File: config.mk
export PLATFORM = sky130hd
export DESIGN_NAME = bcd_serial_add
export DESIGN_NICKNAME = d
export VERILOG_FILES = /design/src/rtl/bcd_serial_add.sv
export SDC_FILE = /design/constraint.sdc
export NUM_CORES = 1
export LEC_CHECK = 0
export ABC_AREA = 1
export CORE_MARGIN = 2
export CORE_UTILIZATION = 25
export CTS_CLUSTER_SIZE = 24
export DETAILED_ROUTE_END_ITERATION = 6
export PLACE_DENSITY = 0.45
export SYNTH_ARGS = -nofsm -noshare
export SYNTH_HDL_FRONTEND = slang
export SYNTH_HIERARCHICAL = 1
export SYNTH_SLANG_ARGS = --single-unit
File: constraint.sdc
create_clock -name clk -period 4.12 [get_ports clk]
set_input_delay 0.824 -clock clk [delete_from_list [all_inputs] [get_ports clk]]
set_output_delay 0.824 -clock clk [all_outputs]
set_load 0.02 [all_outputs]
File: src/rtl/bcd_serial_add.sv
// Digit-serial BCD adder: one shared decimal digit slice walks the latched
// operands least-significant digit first, one digit per clock.

// Single decimal digit add: binary sum, +6 correction when the result exceeds 9.
module bcd_digit_add (
  input  logic [3:0] x,
  input  logic [3:0] y,
  input  logic       cin,
  output logic [3:0] s,
  output logic       cout,
  output logic       bad
);
  logic [4:0] raw;
  logic [4:0] adj;

  // raw sum, correction and invalid-digit flag
  always_comb begin
    raw  = {1'b0, x} + {1'b0, y} + {4'b0, cin};
    adj  = raw + 5'd6;
    cout = (raw > 5'd9);
    s    = cout ? adj[3:0] : raw[3:0];
    bad  = (x > 4'd9) || (y > 4'd9);
  end
endmodule

module bcd_serial_add #(
  parameter int DIGITS = 4
) (
  input  logic                  clk,
  input  logic                  rst,
  input  logic                  start,
  input  logic [4*DIGITS-1:0]   a,
  input  logic [4*DIGITS-1:0]   b,
  input  logic                  c_in,
  output logic                  busy,
  output logic                  done,
  output logic [4*DIGITS-1:0]   sum,
  output logic                  c_out,
  output logic                  err
);
  localparam int W  = 4 * DIGITS;
  localparam int CW = $clog2(DIGITS) + 1;

  typedef enum logic [1:0] {IDLE, RUN, DONE} state_t;

  state_t        state, state_nxt;
  logic [W-1:0]  a_q, b_q, res_q, res_nxt;
  logic [CW-1:0] cnt;
  logic          carry, err_q;
  logic [3:0]    x, y, dig;
  logic          dig_c, dig_bad, last;

  // Digit select and result merge use constant part-selects so the counter
  // width never has to match the operand index width.
  always_comb begin
    x       = '0;
    y       = '0;
    res_nxt = res_q;
    for (int i = 0; i < DIGITS; i++) begin
      if (cnt == CW'(i)) begin
        x                  = a_q[4*i +: 4];
        y                  = b_q[4*i +: 4];
        res_nxt[4*i +: 4]  = dig;
      end
    end
    last = (cnt == CW'(DIGITS - 1));
  end

  bcd_digit_add u_slice (
    .x    (x),
    .y    (y),
    .cin  (carry),
    .s    (dig),
    .cout (dig_c),
    .bad  (dig_bad)
  );

  // state register
  always_ff @(posedge clk or posedge rst) begin
    if (rst) state <= IDLE;
    else     state <= state_nxt;
  end

  // next-state: start only honoured in IDLE, DONE lasts exactly one cycle
  always_comb begin
    state_nxt = state;
    case (state)
      IDLE:    if (start) state_nxt = RUN;
      RUN:     if (last)  state_nxt = DONE;
      DONE:    state_nxt = IDLE;
      default: state_nxt = IDLE;
    endcase
  end

  // operand latch, digit iteration, and output load on the edge into DONE
  always_ff @(posedge clk or posedge rst) begin
    if (rst) begin
      a_q   <= '0;
      b_q   <= '0;
      res_q <= '0;
      cnt   <= '0;
      carry <= 1'b0;
      err_q <= 1'b0;
      sum   <= '0;
      c_out <= 1'b0;
      err   <= 1'b0;
    end else begin
      case (state)
        IDLE: if (start) begin
          a_q   <= a;
          b_q   <= b;
          cnt   <= '0;
          carry <= c_in;
          err_q <= 1'b0;
        end
        RUN: begin
          res_q <= res_nxt;
          carry <= dig_c;
          err_q <= err_q | dig_bad;
          cnt   <= cnt + CW'(1);
          if (last) begin
            sum   <= res_nxt;
            c_out <= dig_c;
            err   <= err_q | dig_bad;
          end
        end
        default: ;
      endcase
    end
  end

  assign busy = (state == RUN);
  assign done = (state == DONE);
endmodule
# After elaboration in Yosys (flattened, before gate mapping)
# Index checks and enable logic that the tools add are counted.
[totals] ff_bits=73 in_bits=36 output_inout_bits=20 elab_cells=55
[classes] addsub=4 n_lt_le_gt_ge=3 eq_ne=7 mux=22 bitwise_logic=1 n_reduce_logical=8
[ops] operator="2-to-1 mux 4 bit" n=13
[ops] operator="> comparator 4 bit (second input constant)" n=2
[ops] operator="AND reduction 2 bit" n=4
[ops] operator="equality test 3 x 2 -> 1 bit (second input constant)" n=2
[ops] operator="case mux 3 bit (2 select lines)" n=1
[ops] operator="adder 4 x 4 -> 5 bit" n=1
[ops] operator="adder 5 x 1 -> 5 bit" n=1
[ops] operator="> comparator 5 x 4 -> 1 bit (second input constant)" n=1
[ops] operator="adder 4 x 3 -> 4 bit (second input constant)" n=1
[ops] operator="2-to-1 mux 2 bit" n=2
[ops] operator="case mux 1 bit (2 select lines)" n=2
[ops] operator="case mux 2 bit (2 select lines)" n=1
[ops] operator="adder 3 x 1 -> 3 bit (second input constant)" n=1
[ops] operator="equality test 3 x 1 -> 1 bit (second input constant)" n=1
[ops] operator="logical NOT 3 bit" n=1
[ops] operator="2-to-1 mux 3 bit" n=1
[ops] operator="equality test 2 x 1 -> 1 bit (second input constant)" n=1
[ops] operator="equality test 2 bit (second input constant)" n=1
[ops] operator="logical NOT 2 bit" n=1
[ops] operator="2-to-1 mux 1 bit" n=2
[ops] operator="inequality test 2 x 1 -> 1 bit (second input constant)" n=1
[ops] operator="inequality test 2 bit (second input constant)" n=1
[ops] operator="nonzero test 2 bit" n=1
[ops] operator="logical OR 1 bit" n=1
[ops] operator="OR 1 bit" n=1

# Logic depth before layout (Yosys ltp)
# Gate-level depths: netlist (run 1).
[depth] ltp_word=10 ltp_mapped=22 ltp_nobuf=22

# Hierarchy
# Netlist (run 1), hierarchy kept.
[by_module_without_submodules] mod="bcd_serial_add" n_inst=1 cells_per_inst=403 area_per_inst_um2=3280.6 seq_area_each_um2=1726.7
[by_module_without_submodules] mod="bcd_digit_add" n_inst=1 cells_per_inst=50 area_per_inst_um2=314.1 seq_area_each_um2=0.0

# Worst setup path before layout (run 1)
# No wires, ideal clock.
[synth_path] path_kind="flip-flop to flip-flop" startpoint="register cnt[2]" endpoint="register res_q[1]" setup_ps=127 t_arrival_ps=3394 t_required_ps=3993 slack_ps=600 stages_incl_launch_ff=21 path_buffers=2 synth_period_minus_slack_ps=3520 path_cell_list="dfrtp_1 -> inv_2 -> buf_2 -> ha_1 -> buf_2 -> inv_1 -> nand2_1 -> inv_1 -> nand2_1 -> nand2_1 -> fa_1 -> fa_1 -> nand2_1 -> nand2_2 -> ha_1 -> a21oi_4 -> nand2_4 -> nand3_1 -> nand2_1 -> o21ai_0 -> o21ai_2"
[synth_between] elab_chain_len=10 elab_cells_between_ends=18 classes_between="add/sub (3); order compare (1); eq/ne (3); mux (10); reduce/logical (1)"
[synth_rtl] item="start: declaration" line_no="48" source="logic [CW-1:0] cnt;"
[synth_rtl] item="start signal: assignment" line_no="120" source="cnt <= cnt + CW'(1);"
[synth_rtl] item="logical NOT 3 bit" line_no="60" source="if (cnt == CW'(i)) begin"
[synth_rtl] item="2-to-1 mux 4 bit (3 in a row)" line_no="60"
[synth_rtl] item="2-to-1 mux 4 bit *" line_no="60"
[synth_rtl] item="net y[0]" line_no="50" source="logic [3:0] x, y, dig;"
[synth_rtl] item="adder 4 x 4 -> 5 bit *" line_no="18" source="raw = {1'b0, x} + {1'b0, y} + {4'b0, cin};"
[synth_rtl] item="adder 5 x 1 -> 5 bit *" line_no="18"
[synth_rtl] item="adder 4 x 3 -> 4 bit / > comparator 5 x 4 -> 1 bit (equally long branches)" line_no="19, 20"
[synth_rtl] item="2-to-1 mux 4 bit *" line_no="21" source="s = cout ? adj[3:0] : raw[3:0];"
[synth_rtl] item="net dig[1]" line_no="50"
[synth_rtl] item="2-to-1 mux 4 bit *" line_no="60"
[synth_rtl] item="end signal: assignment" line_no="117" source="res_q <= res_nxt;"
[synth_rtl] item="end: declaration" line_no="47" source="logic [W-1:0] a_q, b_q, res_q, res_nxt;"
# Mark *: on every way through the listed nets, which the timed path passes. The rest lies on a longest branch.
# A chain may end at the register's enable or synchronous reset.

# Worst setup path after layout (run 1)
[layout_path] startpoint="register cnt[0]" endpoint="register res_q[2]"
# Same word-level chain as after synthesis.

==> results of run 1 <==
[metal layers]
metal	global-route usage	up-vias	routed length (um)	part of all wire
met1	0.160	1363	4200	0.48
met5	0	-	0	0
met4	0.0337	0	121	0.014
met3	0.0311	13	338	0.038
met2	0.213	53	4120	0.47
li1	-	1511	-	-
[worst reg2reg max path, cell delays in order, from the launching register on]
cell,delay [ps]
dfrtp_1,430
inv_1,110
ha_1,180
inv_1,60
nor2_2,220
nand2_1,90
nand2_1,70
inv_1,40
nand2_1,60
nand2_1,70
fa_1,480
fa_1,420
nand2_1,130
nand2_2,100
ha_1,260
a21oi_4,150
nand2_4,80
nand3_1,70
nand2_1,120
o21ai_0,350
o21ai_2,80
[synthesized netlist by cell type]
cell type	number
o21ai_0	34
a21oi_2	1
nand3_1	27
buf_6	6
nand3_4	1
nand2_1	185
nor2_4	1
nor2_1	13
o21ai_1	9
buf_2	9
o211a_1	1
inv_1	52
ha_1	9
or2_2	1
nand2_4	3
o22ai_2	1
a21oi_1	1
nand2_2	5
fa_1	2
a21oi_4	1
dfrtp_1	69
o21ai_2	15
buf_4	1
inv_2	6
[flip-flops by register name (all words and copies together) (netlist names)]
name,cells
err,1
a_q,16
state,2
res_q,12
cnt,3
sum,16
err_q,1
b_q,16
carry,1
c_out,1
[final cells by class]
type,count,area (um^2)
inverter,58,218
fill,1544,9420
sequential,69,1730
timing repair buffer,58,586
multi-input combinational,310,1530
clock buffer,14,274
tap,180,225
clock inverter,1,5.00
[through the flow]
step / util / std cells / worst slack [ps] / hold slack (ps)
4_1_cts: 0.326 / 690 / 270 / 480
6_report: 0.326 / 690 / 428 / 474
5_1_grt: 0.326 / 690 / 20.8 / 497
3_3_place_gp: 0.306 / 675 / 430 / 463
2_1_floorplan: - / 453 / 600 / 449
3_5_place_dp: 0.306 / 675 / 293 / 465
[cell usage in the layout (no fill, tap or decap)]
master | synthesis | routed
nand2_1 | 185 | 185
dfrtp_1 | 69 | 69
clkdlybuf4s50_1 | 0 | 55
inv_1 | 52 | 51
o21ai_0 | 34 | 32
nand3_1 | 27 | 27
o21ai_2 | 15 | 15
nor2_1 | 13 | 12
o21ai_1 | 9 | 11
ha_1 | 9 | 9
clkbuf_16 | 0 | 9
inv_2 | 6 | 7
nand2_2 | 5 | 5
nand2_4 | 3 | 3
clkbuf_8 | 0 | 3
clkbuf_1 | 0 | 2
buf_4 | 1 | 2
fa_1 | 2 | 2
nor2_4 | 1 | 1
or2_2 | 1 | 1
nand3_4 | 1 | 1
nor2_2 | 0 | 1
o211a_1 | 1 | 1
o22ai_2 | 1 | 1
clkinv_2 | 0 | 1
buf_12 | 0 | 1
a21oi_1 | 1 | 1
a21oi_4 | 1 | 1
a21oi_2 | 1 | 1
[what timing repair did]
item,CTS,global route
endpoints found under the setup margin,0,18
hold endpoints to repair,0,0
gates resized for setup,0,3
[how the worst max path moves through the flow]
stage	startpoint	end	slack [ps]
floorplan	cnt[2]$_DFFE_PP0P_	res_q[1]$_DFFE_PP0P_	600
global placement	cnt[0]$_DFFE_PP0P_	res_q[1]$_DFFE_PP0P_	430
detailed placement	cnt[0]$_DFFE_PP0P_	res_q[3]$_DFFE_PP0P_	290
CTS	cnt[0]$_DFFE_PP0P_	res_q[3]$_DFFE_PP0P_	270
global route	cnt[0]$_DFFE_PP0P_	res_q[2]$_DFFE_PP0P_	20
finish	cnt[0]$_DFFE_PP0P_	res_q[2]$_DFFE_PP0P_	430
[cells by family (layout without fill, tap and decap cells)]
kind of cell	after synthesis	after routing	share of synthesized area
and+or+nand+nor	236	236	0.272
buffers and inverters	74	131	0.0940
DFF	69	69	0.480
AOI/OAI and AO/OA	63	63	0.111
adders and majority gates	11	11	0.0425
==> results.cfg, run 1 <==
[run_status]
status = complete, no violations

[clock_tree]
clk_pin_slew_ps = 50
cts_tree = yes
post-cts-setup-buffers = 0
clkLatencyLatePin_ps = 330
holdBufCountCts = 0
cts_buffers = 9
cts_sinks = 69
htree_levels = 3
cts_buffer_depth = 2
cts_root_buf = clkbuf_16

[worst_setup_path]
cp_top_family = adder cells
path_depth = 20
worstPathMaxFanout = 8
reg2reg_slack_ps = 430
crit_top_cell = nand2_1
reg2reg_to = res_q[2]$_DFFE_PP0P_
worst_setup_path_end_kind = register
critical_path.slowest_cell = fa_1
worstPathCellList = inv_1 -> ha_1 -> inv_1 -> nor2_2 -> nand2_1 -> nand2_1 -> inv_1 -> nand2_1 -> nand2_1 -> fa_1 -> fa_1 -> nand2_1 -> nand2_2 -> ha_1 -> a21oi_4 -> nand2_4 -> nand3_1 -> nand2_1 -> o21ai_0 -> o21ai_2
r2r_start = cnt[0]$_DFFE_PP0P_
r2r_cells = 20
cp.required_ps = 4320
crit_type = reg -> reg
cp-start-kind = register
slowest_delay_ps = 480
critPathBufInv = 3
worstPathArrival_ps = 3890

[sta]
period_needed_ps = 3690
setup_viol = 0
fin_crit_sh = 0.896
rsz0062_at_grt = no
worstMarginPinSlew_ps = 758
finalHoldViolCount = 0
clock_skew_ps = 5.18
slew_viol_final = 0
fin_setup_tns_ps = 0
slew_headroom = 0.494
max_freq_ghz = 0.271

[floorplanning]
core.rowCount = 43
die_w_um = 124
core_mm2 = 0.0140
die-area_mm2 = 0.0154
initial_core_util = 0.257
io_pins = 56
die_h_um = 124

[yosys]
synth_nets = 500
syn_area_mm2 = 0.00359
synth_warnings = 6
syn_avg_cell_area_um2 = 7.94
ys_seq_area_frac = 0.480
synthTopCellsByArea = dfrtp_1 48%, nand2_1 19%, inv_1 5.4%, o21ai_0 4.7%, nand3_1 3.8%
synthCells = 453
yosysTopAreaCell = dfrtp_1
synth_cell_types = 24
ys_ff_latch = 69
synth.top_cell.area_share = 0.480

[grt]
grt_max_degree = 50
grt_pass1_vias = 3082
grt-ovfl-total = 0
antenna_found_initial = 0
track_usage = 0.126
grt_first_pass_wirelength_um = 14800

[layout]
fin_area_mm2 = 0.00457
num_antenna_cells = 0
final_nets = 553
area_delta_synth_final_pct = 27.0
drive_gt1_frac = 0.104

[route]
viasPerCell = 4.26
firstDrtPassIters = 5
drc = 0
drtAntennaViolNets = 0
wirelength_um = 8780
vias = 2940
drtIter0Drc = 141
wl_per_cell_um = 12.7

[min_path]
hold_path_class = reg -> reg
worstHoldEndpoint = sum[12]$_DFFE_PP0P_
hold_depth = 2
hp-start = sum[12]$_DFFE_PP0P_

[place]
gp_congestion = 0.857
port-buffer-count = 55
hpwl_um = 6420
place_area_mm2 = 0.00429

[run]
max-cap-violations = 0
Power of run 1 is left out: the tool's default activity adds up to more than one toggle a clock period on the data nets, which glitch-free logic cannot reach.
==> run 2, diff against run 1 <==
--- a/config.mk
+++ b/config.mk
@@ -6,7 +6,7 @@
 export NUM_CORES = 1
 export LEC_CHECK = 0
 export ABC_AREA = 1
-export CORE_MARGIN = 2
+export CORE_MARGIN = 1.5
 export CORE_UTILIZATION = 25
 export CTS_CLUSTER_SIZE = 24
 export DETAILED_ROUTE_END_ITERATION = 6
==> run 2 against run 1 <==
- die area down 1.6%
- wire length down 2.3%
- first-iteration DRC count up 15%
- via count down 1.4%
- register-to-register slack worse by 50 ps
- global-route usage up 0.22 points
- utilization up 0.43 points
- non-clock buffer count up 1
- sequential share of layout area down 0.35 points
- setup slack worse by 47 ps
- critical path type unchanged
==> results.cfg, run 2 (same netlist as run 1, synthesis figures left out) <==
[run_status]
status = complete, no violations

[route]
wl_per_cell_um = 12.4
vias = 2900
drtIter0Drc = 162
viasPerCell = 4.19
drc = 0
drtAntennaViolNets = 0
firstDrtPassIters = 4
wirelength_um = 8580

[worst_setup_path]
reg2reg_slack_ps = 380
cp.required_ps = 4310
crit_type = reg -> reg
slowest_delay_ps = 440
worstPathCellList = inv_1 -> ha_1 -> inv_1 -> nor2_1 -> buf_4 -> nand2_1 -> nand2_1 -> inv_1 -> nand2_1 -> nand2_1 -> fa_1 -> fa_1 -> nand2_1 -> nand2_2 -> ha_1 -> a21oi_4 -> nand2_4 -> nand3_1 -> nand2_1 -> o21ai_0 -> o21ai_0
critPathBufInv = 4
crit_top_cell = nand2_1
reg2reg_to = res_q[10]$_DFFE_PP0P_
cp_top_family = adder cells
r2r_start = cnt[0]$_DFFE_PP0P_
worstPathArrival_ps = 3930
r2r_cells = 21
worstPathMaxFanout = 7
path_depth = 21
cp-start-kind = register
critical_path.slowest_cell = dfrtp_1
worst_setup_path_end_kind = register

[grt]
grt-ovfl-total = 0
grt_max_degree = 50
grt_first_pass_wirelength_um = 14800
antenna_found_initial = 0
track_usage = 0.128
grt_pass1_vias = 3019

[place]
gp_congestion = 0.762
port-buffer-count = 55
hpwl_um = 6260

[layout]
num-fill-cells = 1509
final_cell_mix = 185 x nand2_1, 69 x dfrtp_1, 55 x clkdlybuf4s50_1, 51 x inv_1, 34 x o21ai_0
layout_commonest_cell = nand2_1
area_delta_synth_final_pct = 28.2
num_antenna_cells = 0
drive_gt1_frac = 0.109
reg_top3 = a_q x16, b_q x16, sum x16
final_nets = 554

[sta]
worstMarginPinSlew_ps = 683
max_freq_ghz = 0.268
slew_headroom = 0.544
rsz0062_at_grt = no
finalHoldViolCount = 0
slew_viol_final = 0
setup_viol = 0
clock_skew_ps = 8.10
fin_setup_tns_ps = 0
period_needed_ps = 3740
fin_crit_sh = 0.907

[floorplanning]
die-area_mm2 = 0.0151
core.rowCount = 43
die_h_um = 123
io_pins = 56
die_w_um = 123
initial_core_util = 0.258
core_mm2 = 0.0139

[run]
max-cap-violations = 0

[clock_tree]
cts_buffers = 9
cts_root_buf = clkbuf_16
holdBufCountCts = 0
htree_levels = 3
clk_pin_slew_ps = 60
clkLatencyLatePin_ps = 330
cts_sinks = 69
cts_tree = yes
post_cts_resized = 0
cts_buffer_depth = 2
post-cts-setup-buffers = 0

[min_path]
hp-start = sum[12]$_DFFE_PP0P_
worstHoldEndpoint = sum[12]$_DFFE_PP0P_
hold_depth = 2
hold_path_class = reg -> reg
-- run 2: metrics by stage --
step / util / instance area (um^2) / setup WS [ps] / cells / hold WS [ps]
2_1_floorplan: - / 3590 / 600 / 453 / 449
3_3_place_gp: 0.307 / 4280 / 386 / 676 / 464
3_5_place_dp: 0.307 / 4280 / 273 / 676 / 466
4_1_cts: 0.331 / 4610 / 271 / 692 / 482
5_1_grt: 0.331 / 4610 / 64.3 / 692 / 500
6_report: 0.331 / 4610 / 382 / 692 / 479
-- run 2: layer usage --
layer / vias up / part of all wire / GRT usage
met1: 1316 / 0.48 / 0.167
met5: - / 0 / 0
li1: 1516 / - / -
met3: 11 / 0.042 / 0.0341
met4: 0 / 0.015 / 0.0392
met2: 57 / 0.46 / 0.208
-- run 2: layout make-up --
type | count | area, um^2 | share of cell area
clock buffers | 12 | 256 | 0.0556
clock inverters | 4 | 70.1 | 0.0152
inverters | 58 | 218 | 0.0472
multi-input cells | 310 | 1530 | 0.333
flip-flops and latches | 69 | 1730 | 0.375
well taps | 180 | 225 | 0.0489
repair buffers | 59 | 581 | 0.126
-- run 2: worst min-delay path, stage by stage (launching register included) --
cell	delay [ps]
dfrtp_1	340
nand2_1	50
nand2_1	50
-- run 2: worst max-delay path by stage --
stage | startpoint | end | slack, ps
floorplan | cnt[2]$_DFFE_PP0P_ | res_q[1]$_DFFE_PP0P_ | 600
finish | cnt[0]$_DFFE_PP0P_ | res_q[10]$_DFFE_PP0P_ | 380
CTS | cnt[1]$_DFFE_PP0P_ | res_q[10]$_DFFE_PP0P_ | 270
global placement | cnt[1]$_DFFE_PP0P_ | res_q[10]$_DFFE_PP0P_ | 390
global route | cnt[0]$_DFFE_PP0P_ | res_q[11]$_DFFE_PP0P_ | 60
detailed placement | cnt[1]$_DFFE_PP0P_ | res_q[10]$_DFFE_PP0P_ | 270
Power of run 2 is left out for the same reason.
==> run 3, diff against run 2 <==
==> constraint.sdc (replaced) <==
create_clock -name clk -period 4.16 [get_ports clk]
set_input_delay 0.832 -clock clk [delete_from_list [all_inputs] [get_ports clk]]
set_output_delay 0.832 -clock clk [all_outputs]
set_load 0.02 [all_outputs]
==> run 3 against run 2 <==
- global-route usage down 0.068 points
- flip-flop and latch count unchanged
- via count up 0.31%
- worst hold slack worse by 3.2 ps
- critical path type unchanged
- critical endpoint unchanged
==> results.cfg, run 3 (same netlist as run 1, synthesis figures left out) <==
[run_status]
status = complete, no violations

[floorplanning]
io_pins = 56
die_h_um = 123
die_w_um = 123
core_mm2 = 0.0139
die-area_mm2 = 0.0151
core.rowCount = 43
initial_core_util = 0.258

[worst_setup_path]
worst_setup_path_end_kind = register
slowest_delay_ps = 450
cp_top_family = adder cells
cp-startpoint = cnt[0]$_DFFE_PP0P_
r2r_start = cnt[0]$_DFFE_PP0P_
reg2reg_to = res_q[10]$_DFFE_PP0P_
critPathBufInv = 4
r2r_cells = 21
critical_path.slowest_cell = fa_1
worstPathMaxFanout = 7
crit_type = reg -> reg
reg2reg_slack_ps = 420
crit_top_cell = nand2_1
cp-start-kind = register
cp.required_ps = 4350
worstPathCellList = inv_1 -> ha_1 -> inv_1 -> nor2_1 -> buf_4 -> nand2_1 -> nand2_1 -> inv_1 -> nand2_1 -> nand2_1 -> fa_1 -> fa_1 -> nand2_1 -> nand2_2 -> ha_1 -> a21oi_4 -> nand2_4 -> nand3_1 -> nand2_1 -> o21ai_0 -> o21ai_0
crit_path_end = res_q[10]$_DFFE_PP0P_
worstPathArrival_ps = 3930
path_depth = 21

[layout]
final_nets = 553
drive_gt1_frac = 0.102
reg_top3 = a_q x16, b_q x16, sum x16
layout_commonest_cell = nand2_1
final_cell_mix = 185 x nand2_1, 69 x dfrtp_1, 55 x clkdlybuf4s50_1, 51 x inv_1, 34 x o21ai_0
area_delta_synth_final_pct = 26.2
num_antenna_cells = 0

[clock_tree]
cts_sinks = 69
clk_pin_slew_ps = 50
cts_buffers = 9
cts_buffer_depth = 2
cts_root_buf = clkbuf_16
clkLatencyLatePin_ps = 330
holdBufCountCts = 0
htree_levels = 3
cts_tree = yes

[sta]
setup_viol = 0
fin_crit_sh = 0.900
rsz0062_at_grt = no
clock_skew_ps = 4.94
period_needed_ps = 3740
slew_headroom = 0.542
max_freq_ghz = 0.267
slew_viol_final = 0
finalHoldViolCount = 0
worstMarginPinSlew_ps = 686
fin_setup_tns_ps = 0

[place]
gp_congestion = 0.781
hpwl_um = 6140
port-buffer-count = 55

[route]
drtAntennaViolNets = 0
drc = 0
wl_per_cell_um = 12.4
drtIter0Drc = 202
viasPerCell = 4.22
vias = 2909
firstDrtPassIters = 4
wirelength_um = 8570

[grt]
antenna_found_initial = 0
grt_pass1_vias = 2991
grt-ovfl-total = 0
track_usage = 0.127
grt_first_pass_wirelength_um = 14700
grt_max_degree = 70

[min_path]
hold_path_class = reg -> reg

[run]
max-cap-violations = 0
-- run 3: stage by stage --
step	instance area [um^2]	instances	setup WS (ps)	util	hold WS [ps]
global route	4540	689	35.8	0.325	493
floorplan	3590	453	640	-	449
detailed placement	4290	675	330	0.308	468
CTS	4530	689	314	0.325	481
finish	4540	689	415	0.325	476
global placement	4290	675	453	0.308	466
-- run 3: timing repair --
| action | in CTS | in global routing |
|---|---|---|
| gates resized for setup | 0 | 1 |
| endpoints found under the setup margin | 0 | 4 |
| setup buffers | 0 | 0 |
-- run 3: layer usage --
layer	up-vias	track usage	share of wire
li1	1513	-	-
met1	1326	0.160	0.47
met2	55	0.206	0.46
met3	15	0.0355	0.044
met4	0	0.0523	0.023
met5	-	0	0
-- run 3: final cells by class --
type                       count  area, um^2
fill                        1478        9400
sequential                    69        1730
multi-input combinational    310        1530
timing repair buffer          58         586
clock buffer                  11         233
tap                          180         225
inverter                      58         218
clock inverter                 3        15.0
-- run 3: worst min path at each step --
stage / start / endpoint / slack (ps) / cells after the start
after floorplan: a_q[14]$_DFFE_PP0P_ / a_q[14]$_DFFE_PP0P_ / 450 / 2
after global placement: res_q[3]$_DFFE_PP0P_ / res_q[3]$_DFFE_PP0P_ / 470 / 2
after detailed placement: sum[11]$_DFFE_PP0P_ / sum[11]$_DFFE_PP0P_ / 470 / 2
after CTS: sum[11]$_DFFE_PP0P_ / sum[11]$_DFFE_PP0P_ / 480 / 2
after global routing: sum[11]$_DFFE_PP0P_ / sum[11]$_DFFE_PP0P_ / 490 / 2
final: sum[12]$_DFFE_PP0P_ / sum[12]$_DFFE_PP0P_ / 480 / 2
-- run 3: worst register-to-register path, stage by stage, from the launching register on --
cell and delay (ps):
dfrtp_1 430, inv_1 110, ha_1 180, inv_1 50, nor2_1 120, buf_4 160, nand2_1 50, nand2_1 50
inv_1 40, nand2_1 70, nand2_1 70, fa_1 450, fa_1 410, nand2_1 120, nand2_2 100, ha_1 270
a21oi_4 160, nand2_4 80, nand3_1 70, nand2_1 100, o21ai_0 390, o21ai_0 140
Power of run 3 is left out for the same reason.
==> RTL change: new RTL, settings of run 1 <==
Set the parameter `DIGITS` to 2 (it was 4).
--- a/src/rtl/bcd_serial_add.sv
+++ b/src/rtl/bcd_serial_add.sv
@@ -24,7 +24,7 @@
 endmodule
 
 module bcd_serial_add #(
-  parameter int DIGITS = 4
+  parameter int DIGITS = 2
 ) (
   input  logic                  clk,
   input  logic                  rst,
Interface: changed (resized a, b and sum); port bits go from 56 to 32. No check against the original RTL was run, so the function may have changed too.
==> RTL change against run 1 <==
Synthesized area fell by 45%. Final cell count down 44%. Sequential cell count down 33. Critical path type unchanged. Routed wire length shrank 50%. Synthesized cell count fell by 45%. Largest cell class is now multi-input gates. Count of clock-buffer cells in the layout shrank 9. Final area down 46%. Setup slack improved by 0.15 ns.
==> RTL change: results (changes against run 1) <==
Clock Sinks - 36 (-48%)
Worst Path Max Fanout - 11 (+3)
syn_nets - 279 (-44%)
CP max stage delay - 0.48 ns (about the same)
r2r setup slk - 0.57 ns (+0.15 ns)
status - complete, no violations
Hold Path Cell Cnt - 2 (unchanged)
H-tree depth - 2 (-1)
share of layout cells above drive strength 1 - 9.57% (-0.82 points)
Min-Delay Endpoint - sum[7]
worst hold start - sum[7]
Reg clk slew, reported paths - 0.08 ns (+0.03 ns)
Setup Buffers After CTS - 0 (unchanged)
port buffer count - 31 (-44%)
Largest delay share family, worst path - adder cells
P_leak - 1.26 nW
Pre-antenna DRT Iters - 4 (-1)
Post-synth top cells - nand2_1 (112), dfrtp_1 (36), nand3_1 (36)
first-pass GRT wire length - 7770 um (-48%)
Worst R2R Path Depth - 19 (-5.0%)
dpl cell area - 0.00236 mm^2 (-45%)
largest net degree at the start of global routing - 37 (-26%)
Hold WC Path Type - reg2reg
Largest regs - a_q: 8 flops, b_q: 8 flops, sum: 8 flops
Yosys cell types - 21 (-13%)
clock root buffer - clkbuf_8
Setup Skew - 0.0125 ns (+0.00731 ns)
register area share after synthesis - 45.9% (-2.2 points)
asr flop ratio synth - 100% (unchanged)
Internal - 1.18 mW
Comb power - 1.50 mW
hold slack final - 0.469 ns (-0.00494 ns)
RePlAce Congestion - 0.842 (-1.8%)
largest cells by area after synthesis - dfrtp_1 (46%), nand2_1 (21%), nand3_1 (9.2%), ha_1 (4.5%), inv_1 (3.4%)
hpwl dp - 3440 um (-46%)
clock latency on the worst-skew pair - 0.29 ns (-0.04 ns)
ys flop type - dfrtp_1
clock power share - 10.6%
antenna violations before repair - 0 (unchanged)
DR WL/cell - 11.5 um (-9.3%)
vias in the first global route - 1678 (-46%)
n_diodes - 0 (unchanged)
Max Root-Sink Buffers - 2 (unchanged)
reg2reg end - sum[1]
launch point of the worst reg-to-reg path - cnt[1]
cts bufs inserted - 5 (-4)
number of fillers in the final layout - 875 (-43%)
post-cts sizing count - 0 (unchanged)
Total GRT Usage - 11.5% (-1.1 points)
drt initial violations - 59 (-58%)
nets - 310 (-44%)
CP max stage cell - fa_1
Max-slew headroom - 53.8% (+4.4 points)
Yosys warnings - 6 (unchanged)
CP Buf/Inv Count - 2 (-1)
vias per cell - 4.20 (-1.5%)
worst vdd ir - 0.248 mV
-- RTL change: cell types whose count changed in the layout (fill, tap and decap cells not counted), moves of 9 or more --
cell and change:
clkdlybuf4s50_1 -24, nand2_1 -73, clkbuf_16 -9, dfrtp_1 -33, o21ai_0 -23, o21ai_1 -11, nor2_1 -9, inv_1 -33
nand3_1 +9, o21ai_2 -15
-- RTL change: area by class of cell --
| type | instances | area (um^2) | share of cell area (%) |
|---|---|---|---|
| Clock inverter | 3 | 18.8 | 0.768 |
| Multi-Input combinational cell | 187 | 933 | 38.2 |
| Tap cell | 102 | 128 | 5.22 |
| Inverter | 19 | 76.3 | 3.12 |
| Timing Repair Buffer | 32 | 318 | 13.0 |
| Sequential cell | 36 | 901 | 36.9 |
| Clock buffer | 5 | 68.8 | 2.82 |
-- RTL change: worst max path at each step --
stage | start | to
after floorplan | cnt[0] | sum[3]
after global placement | cnt[1] | sum[1]
after detailed placement | cnt[1] | sum[1]
after CTS | cnt[1] | sum[1]
after global routing | cnt[1] | sum[3]
final | cnt[1] | sum[1]
-- RTL change: through the flow --
stage               worst slack, ns  util [%]  power (mW)  instances
floorplan                      1.19         -        1.77        250
global placement              0.719      30.6        2.12        376
detailed placement            0.629      30.6        2.15        376
CTS                           0.595      31.8        2.40        384
global route                  0.264      31.8        2.65        384
finish                        0.574      31.8        2.37        384
-- RTL change: metal layers --
layer	vias up	wire length, um	global-route usage [%]
met5	-	0	0
met4	0	30	3.19
met3	4	175	2.69
met2	32	2120	19.9
met1	734	2110	14.2
li1	842	-	-
-- RTL change: kinds of logic after synthesis --
kind of cell / count (synthesis) / share of synthesized area, %
AND/OR/NAND/NOR: 166 / 37.2
flip-flops: 36 / 45.9
buffers and inverters: 27 / 6.62
AO/OA/AOI/OAI: 12 / 3.82
adder cells (fa/ha/maj): 9 / 6.50
